===== config.mk =====
export PLATFORM = sky130hd
export DESIGN_NAME = sc_matrix_scan
export DESIGN_NICKNAME = d
export VERILOG_FILES = /design/src/rtl/sc_matrix_scan.sv
export SDC_FILE = /design/constraint.sdc
export NUM_CORES = 1
export LEC_CHECK = 0
export CAP_MARGIN = 20
export CELL_PAD_IN_SITES_DETAIL_PLACEMENT = 1
export CELL_PAD_IN_SITES_GLOBAL_PLACEMENT = 2
export CORE_MARGIN = 2
export CORE_UTILIZATION = 48
export CTS_CLUSTER_SIZE = 24
export DETAILED_ROUTE_END_ITERATION = 16
export DONT_BUFFER_PORTS = 1
export HOLD_SLACK_MARGIN = 0.02
export PLACE_DENSITY = 0.92
export RECOVER_POWER = 100
export SYNTH_ARGS = -nofsm -noshare
export SYNTH_HDL_FRONTEND = slang
export SYNTH_SLANG_ARGS = --single-unit

===== constraint.sdc =====
create_clock -name SC_MATRIX_SCAN_CLOCK_50 -period 5.6 [get_ports SC_MATRIX_SCAN_CLOCK_50]
set_input_delay 0.56 -clock SC_MATRIX_SCAN_CLOCK_50 [delete_from_list [all_inputs] [get_ports SC_MATRIX_SCAN_CLOCK_50]]
set_output_delay 0.56 -clock SC_MATRIX_SCAN_CLOCK_50 [all_outputs]
set_load 0.1 [all_outputs]

===== src/rtl/sc_matrix_scan.sv =====
// Row-scanned 8x8 LED matrix driver with a host-written shadow buffer.
// The shadow buffer is copied into the display buffer only at a frame boundary or while idle.
module sc_matrix_scan #(
  parameter int unsigned DWELL = 1000,
  parameter int unsigned BLANK = 16
) (
  input  logic       SC_MATRIX_SCAN_CLOCK_50,
  input  logic       SC_MATRIX_SCAN_RESET_InLow,
  input  logic       SC_MATRIX_SCAN_enable_InHigh,
  input  logic       SC_MATRIX_SCAN_wrvalid_InHigh,
  input  logic [2:0] SC_MATRIX_SCAN_wraddr_InBUS,
  input  logic [7:0] SC_MATRIX_SCAN_wrdata_InBUS,
  output logic       SC_MATRIX_SCAN_wrready_OutHigh,
  input  logic       SC_MATRIX_SCAN_swap_InHigh,
  output logic [7:0] SC_MATRIX_SCAN_data_OutBUS,
  output logic       SC_MATRIX_SCAN_select_OutLow,
  output logic [7:0] SC_MATRIX_SCAN_row_OutBUS,
  output logic       SC_MATRIX_SCAN_framedone_OutHigh,
  output logic       SC_MATRIX_SCAN_swappend_OutHigh
);

  localparam int unsigned CNT_W  = 16;
  localparam int unsigned DATA_W = 8;
  localparam int unsigned IDX_W  = 3;
  localparam int unsigned ROWS   = 8;

  typedef enum logic [1:0] {
    ST_IDLE  = 2'd0,
    ST_BLANK = 2'd1,
    ST_SHOW  = 2'd2
  } state_e;

  logic clk;
  logic rst_n;
  assign clk   = SC_MATRIX_SCAN_CLOCK_50;
  assign rst_n = SC_MATRIX_SCAN_RESET_InLow;

  state_e              state_q, state_d;
  logic [IDX_W-1:0]    idx_q, idx_d;
  logic [CNT_W-1:0]    cnt_q, cnt_d;
  logic [DATA_W-1:0]   shadow_q [ROWS];
  logic [DATA_W-1:0]   shadow_d [ROWS];
  logic [DATA_W-1:0]   disp_q [ROWS];
  logic [DATA_W-1:0]   disp_d [ROWS];
  logic                pend_q, pend_d;
  logic                fd_q, fd_d;
  logic                sel_q, sel_d;
  logic [DATA_W-1:0]   row_q, row_d;
  logic [DATA_W-1:0]   data_q, data_d;
  logic                wrready_q, wrready_d;
  logic                last_show;
  logic                frame_end;
  logic                copy;

  // Next-state, buffer update and registered-output decode
  always_comb begin
    state_d   = state_q;
    idx_d     = idx_q;
    cnt_d     = cnt_q;
    shadow_d  = shadow_q;
    disp_d    = disp_q;
    pend_d    = pend_q;
    fd_d      = 1'b0;
    last_show = (state_q == ST_SHOW) && (cnt_q == CNT_W'(DWELL - 1));
    frame_end = last_show && (idx_q == IDX_W'(ROWS - 1));

    if (!SC_MATRIX_SCAN_enable_InHigh) begin
      state_d = ST_IDLE;
      idx_d   = '0;
      cnt_d   = '0;
    end else begin
      case (state_q)
        ST_IDLE: begin
          state_d = ST_BLANK;
          idx_d   = '0;
          cnt_d   = '0;
        end
        ST_BLANK: begin
          if (cnt_q == CNT_W'(BLANK - 1)) begin
            state_d = ST_SHOW;
            cnt_d   = '0;
          end else begin
            cnt_d = cnt_q + CNT_W'(1);
          end
        end
        ST_SHOW: begin
          if (last_show) begin
            state_d = ST_BLANK;
            cnt_d   = '0;
            idx_d   = idx_q + IDX_W'(1);
            fd_d    = frame_end;
          end else begin
            cnt_d = cnt_q + CNT_W'(1);
          end
        end
        default: begin
          state_d = ST_IDLE;
          idx_d   = '0;
          cnt_d   = '0;
        end
      endcase
    end

    // A swap request on the frame-end edge itself is honoured immediately
    copy = ((state_q == ST_IDLE) && pend_q) ||
           (SC_MATRIX_SCAN_enable_InHigh && frame_end &&
            (pend_q || SC_MATRIX_SCAN_swap_InHigh));
    if (copy) begin
      disp_d = shadow_q;
    end
    if (SC_MATRIX_SCAN_wrvalid_InHigh && !pend_q) begin
      shadow_d[SC_MATRIX_SCAN_wraddr_InBUS] = SC_MATRIX_SCAN_wrdata_InBUS;
    end
    if (copy) begin
      pend_d = 1'b0;
    end else if (SC_MATRIX_SCAN_swap_InHigh) begin
      pend_d = 1'b1;
    end

    sel_d     = (state_d != ST_SHOW);
    row_d     = (state_d == ST_SHOW) ? ~(DATA_W'(1) << idx_d) : {DATA_W{1'b1}};
    data_d    = (state_d == ST_SHOW) ? disp_d[idx_d] : '0;
    wrready_d = !pend_d;
  end

  always_ff @(posedge clk or negedge rst_n) begin
    if (!rst_n) begin
      state_q   <= ST_IDLE;
      idx_q     <= '0;
      cnt_q     <= '0;
      pend_q    <= 1'b0;
      fd_q      <= 1'b0;
      sel_q     <= 1'b1;
      row_q     <= {DATA_W{1'b1}};
      data_q    <= '0;
      wrready_q <= 1'b1;
      for (int i = 0; i < ROWS; i++) begin
        shadow_q[i] <= '0;
        disp_q[i]   <= '0;
      end
    end else begin
      state_q   <= state_d;
      idx_q     <= idx_d;
      cnt_q     <= cnt_d;
      pend_q    <= pend_d;
      fd_q      <= fd_d;
      sel_q     <= sel_d;
      row_q     <= row_d;
      data_q    <= data_d;
      wrready_q <= wrready_d;
      for (int i = 0; i < ROWS; i++) begin
        shadow_q[i] <= shadow_d[i];
        disp_q[i]   <= disp_d[i];
      end
    end
  end

  assign SC_MATRIX_SCAN_wrready_OutHigh   = wrready_q;
  assign SC_MATRIX_SCAN_data_OutBUS       = data_q;
  assign SC_MATRIX_SCAN_select_OutLow     = sel_q;
  assign SC_MATRIX_SCAN_row_OutBUS        = row_q;
  assign SC_MATRIX_SCAN_framedone_OutHigh = fd_q;
  assign SC_MATRIX_SCAN_swappend_OutHigh  = pend_q;

endmodule


==> results_dict.tcl <==
set metrics [dict create \
    status "finished, violations left" \
    violations "max-capacitance violations, max-slew violations" \
    core_um2 15000 \
    synthCells 557 \
    wl_um 16400 \
    setup_viol 0 \
    p_total_mw 3.57 \
    synthTopCellsByCount "159 x dfrtp_1, 89 x mux2_2, 48 x inv_1, 38 x mux2i_1, 37 x nor2_1" \
    cts_tree "done" \
    worstSetupEndpointType "register" \
    cts.clk_slew.worst_paths_ps 60 \
    rsz0062_at_grt "no" \
    die_h_um 127 \
    syn_avg_cell_area_um2 13.1 \
    ys_types 64 \
    seq_power_share_pct 48.1 \
    grt_pass1_wl_um 26200 \
    max_freq_mhz 227 \
    whs_path_depth 1 \
    worstSetupPathType "reg -> reg" \
    portBuffers 0 \
    vias 4291 \
    internal-power_mw 2.67 \
    ff2ff_setup_slack_ps 1200 \
    syn_to_final_growth_pct 10.4 \
    drtIter0Drc 178 \
    whs_endpoint "shadow_q[45]$_DFFE_PN0P_" \
    placed_cells 726 \
    min_from "SC_MATRIX_SCAN_wrdata_InBUS[5]" \
    reg2reg_depth 10 \
    clockPowerShare_pct 36.2 \
    hold_class "in -> reg" \
    async_flop_share_pct 100 \
    wl_per_cell_um 21.6 \
    netlist_area_um2 7280 \
    yosysTopAreaCell "dfrtp_1" \
    ys_seq_area_share_pct 58.2 \
    worst_slew_pin_slew_ps 4030 \
    setup.worst_path.start_class "register" \
    critical_path.max_stage_delay_ps 1320 \
    fin_setup_tns_ps 0 \
    first_pass_iters 4 \
    ir_drop_mv 0.241 \
    core.rowCount 45 \
    gp_congestion 0.803 \
    worstReg2RegEnd "SC_MATRIX_SCAN_data_OutBUS[6]$_DFF_PN0_" \
    grt_max_degree 170 \
    path_max_fanout 64 \
    worstPathCellList "inv_1 -> ha_1 -> nor4b_1 -> and4_1 -> o2111ai_1 -> nand2_2 -> mux2i_1 -> a22o_1 -> a2111oi_0 -> a31o_1" \
    yosys_warnings 0 \
    cts_inserted_buffers 17 \
    slowest_stage "nand2_2" \
    dp_hpwl_um 10200 \
    drc 0 \
    pwr-share-comb_pct 15.7 \
    grt_use_total_pct 21.6 \
    worstPathArrival_ps 4760 \
    drive_gt1_share_pct 20.8 \
    synth-seq-cells 169 \
    die_w_um 127 \
    slew_headroom_pct -169 \
    synth-edff-count 0 \
    rr_startpoint "state_q[0]$_DFF_PN0_" \
    final_core_util_pct 53.5 \
    cap_violations 2 \
    synthTopCellsByArea "dfrtp_1 55%, mux2_2 14%, mux2i_1 5.2%" \
    maxSlewViolCount 235 \
    fin_crit_ps 4400 \
    switching_share_pct 25.4 \
    finalNetCount 581 \
    worstSkewPairLatency_ps 430 \
    viasPerCell 5.65 \
    die_area_um2 16200 \
    grt_pass1_vias 4865 \
    leakagePower_nw 3.70 \
    cts_sinks 169 \
    synth.most_common_cell "dfrtp_1" \
    power.density_nw_per_um2 444 \
    clockBufferDepth 2 \
    p_sw_uw 907 \
    critPathRequiredTime_ps 5960 \
    ant_nets 0 \
    instances_no_fill 759 \
    overflow 0 \
    clock_skew_ps 8.61 \
    syn-num-nets 580 \
    io_pins 36 \
    final_hold_viol_count 0 \
    antenna_found_initial 0 \
    htree_levels 4 \
    synth_top_area_share_pct 54.6 \
    num_antenna_cells 0 \
    synth_flop_cell "dfrtp_1" \
    initial_core_util_pct 48.5 \
    cts_root_buffer "clkbuf_16" \
    period_share_pct 78.6 \
]
-- layer usage --
| metal | up-vias | share of wire (%) | global-route usage (%) |
|---|---|---|---|
| li1 | 1932 | - | - |
| met3 | 24 | 2.5 | 4.44 |
| met2 | 52 | 53 | 39.1 |
| met1 | 2283 | 42 | 25.4 |
| met4 | 0 | 1.9 | 8.14 |
| met5 | - | 0 | 0 |
-- kinds of logic after synthesis --
logic type      share of synthesized area (%)
compound gates                           6.34
xor+xnor                                 1.56
fa+ha+maj                                1.20
buf+inv                                  4.24
flops                                    58.2
mux                                      19.6
simple gates                             8.83
-- through the flow --
stage	hold slack (ps)	instance area (um^2)	setup slack [ps]
6_report	280	8040	1200
5_1_grt	265	8040	934
4_1_cts	209	8120	1810
3_5_place_dp	271	7440	1820
3_3_place_gp	271	7440	2090
2_1_floorplan	264	7280	2780
-- power by group through the flow --
stage	Clock, mW	Sequential [mW]	Combinational, mW
after floorplan	0	1.68	0.453
after global placement	0	1.70	0.502
after global routing	1.37	1.75	0.623
final	1.29	1.72	0.562
after CTS	1.32	1.72	0.584
after detailed placement	0	1.73	0.544
-- cell type report --
| type | instances | area, um^2 |
|---|---|---|
| Fill cell | 1467 | 6990 |
| Clock inverter | 10 | 193 |
| Inverter | 48 | 180 |
| Timing Repair Buffer | 5 | 23.8 |
| Tap cell | 188 | 235 |
| Multi-Input combinational cell | 317 | 2710 |
| Clock buffer | 22 | 464 |
| Sequential cell | 169 | 4240 |
-- timing repair --
item / in CTS / in global routing
hold endpoints to repair: 169 / 0
buffers inserted: 0 / 0
gates resized for setup: 0 / 0
hold buffers: 1 / 0
-- cell usage in the layout (no fill, tap or decap), types with 3 or more instances in the layout --
cell type  netlist  routed
dfrtp_1        159     159
mux2_2          89      74
inv_1           48      48
mux2i_1         38      39
nor2_1          37      38
nand2_1         21      21
mux2_1           2      17
clkbuf_16        0      17
dfstp_1          0      10
xnor2_1          7       7
a221oi_1         7       7
a22o_1           7       7
ha_1             7       7
nand3_1          6       6
xor2_1           6       6
o41a_1           6       6
a21o_1           6       6
clkbuf_1         8       6
a21oi_1          5       5
nand3b_1         5       5
bufinv_16        0       5
nor3_1           4       4
nand4_1          4       4
nand2b_1         4       4
and3_1           3       3
or3_1            3       3
a2111oi_2        5       3
nor3b_1          3       3
clkinv_4         0       3
-- flip-flops by register name, indices dropped and copies added, names as in the netlist --
name and cells:
SC_MATRIX_SCAN_data_OutBUS 8, SC_MATRIX_SCAN_framedone_OutHigh 1, SC_MATRIX_SCAN_row_OutBUS 8, SC_MATRIX_SCAN_select_OutLow 1
SC_MATRIX_SCAN_swappend_OutHigh 1, SC_MATRIX_SCAN_wrready_OutHigh 1, cnt_q 16, disp_q 64
idx_q 3, shadow_q 64, state_q 2
-- worst max-delay path, delay by kind of cell, from the launching register on --
kind	cells	cell delay, ps
AO/OA/AOI/OAI	4	1060
buffers and inverters	1	100
AND/OR/NAND/NOR	3	1990
flip-flops	1	410
adder cells (fa/ha/maj)	1	400
multiplexers	1	280
-- worst max path at each step --
| stage | endpoint | depth (start not counted) | startpoint |
|---|---|---|---|
| 3_3_place_gp | SC_MATRIX_SCAN_data_OutBUS[7]$_DFF_PN0_ | 9 | state_q[0]$_DFF_PN0_ |
| 3_5_place_dp | SC_MATRIX_SCAN_data_OutBUS[1]$_DFF_PN0_ | 9 | state_q[0]$_DFF_PN0_ |
| 2_1_floorplan | SC_MATRIX_SCAN_data_OutBUS[4]$_DFF_PN0_ | 11 | state_q[0]$_DFF_PN0_ |
| 4_1_cts | SC_MATRIX_SCAN_data_OutBUS[1]$_DFF_PN0_ | 9 | state_q[0]$_DFF_PN0_ |
| 5_1_grt | SC_MATRIX_SCAN_data_OutBUS[6]$_DFF_PN0_ | 10 | state_q[0]$_DFF_PN0_ |
| 6_report | SC_MATRIX_SCAN_data_OutBUS[6]$_DFF_PN0_ | 10 | state_q[0]$_DFF_PN0_ |
Note: power is estimated with default switching activity, not from simulation.
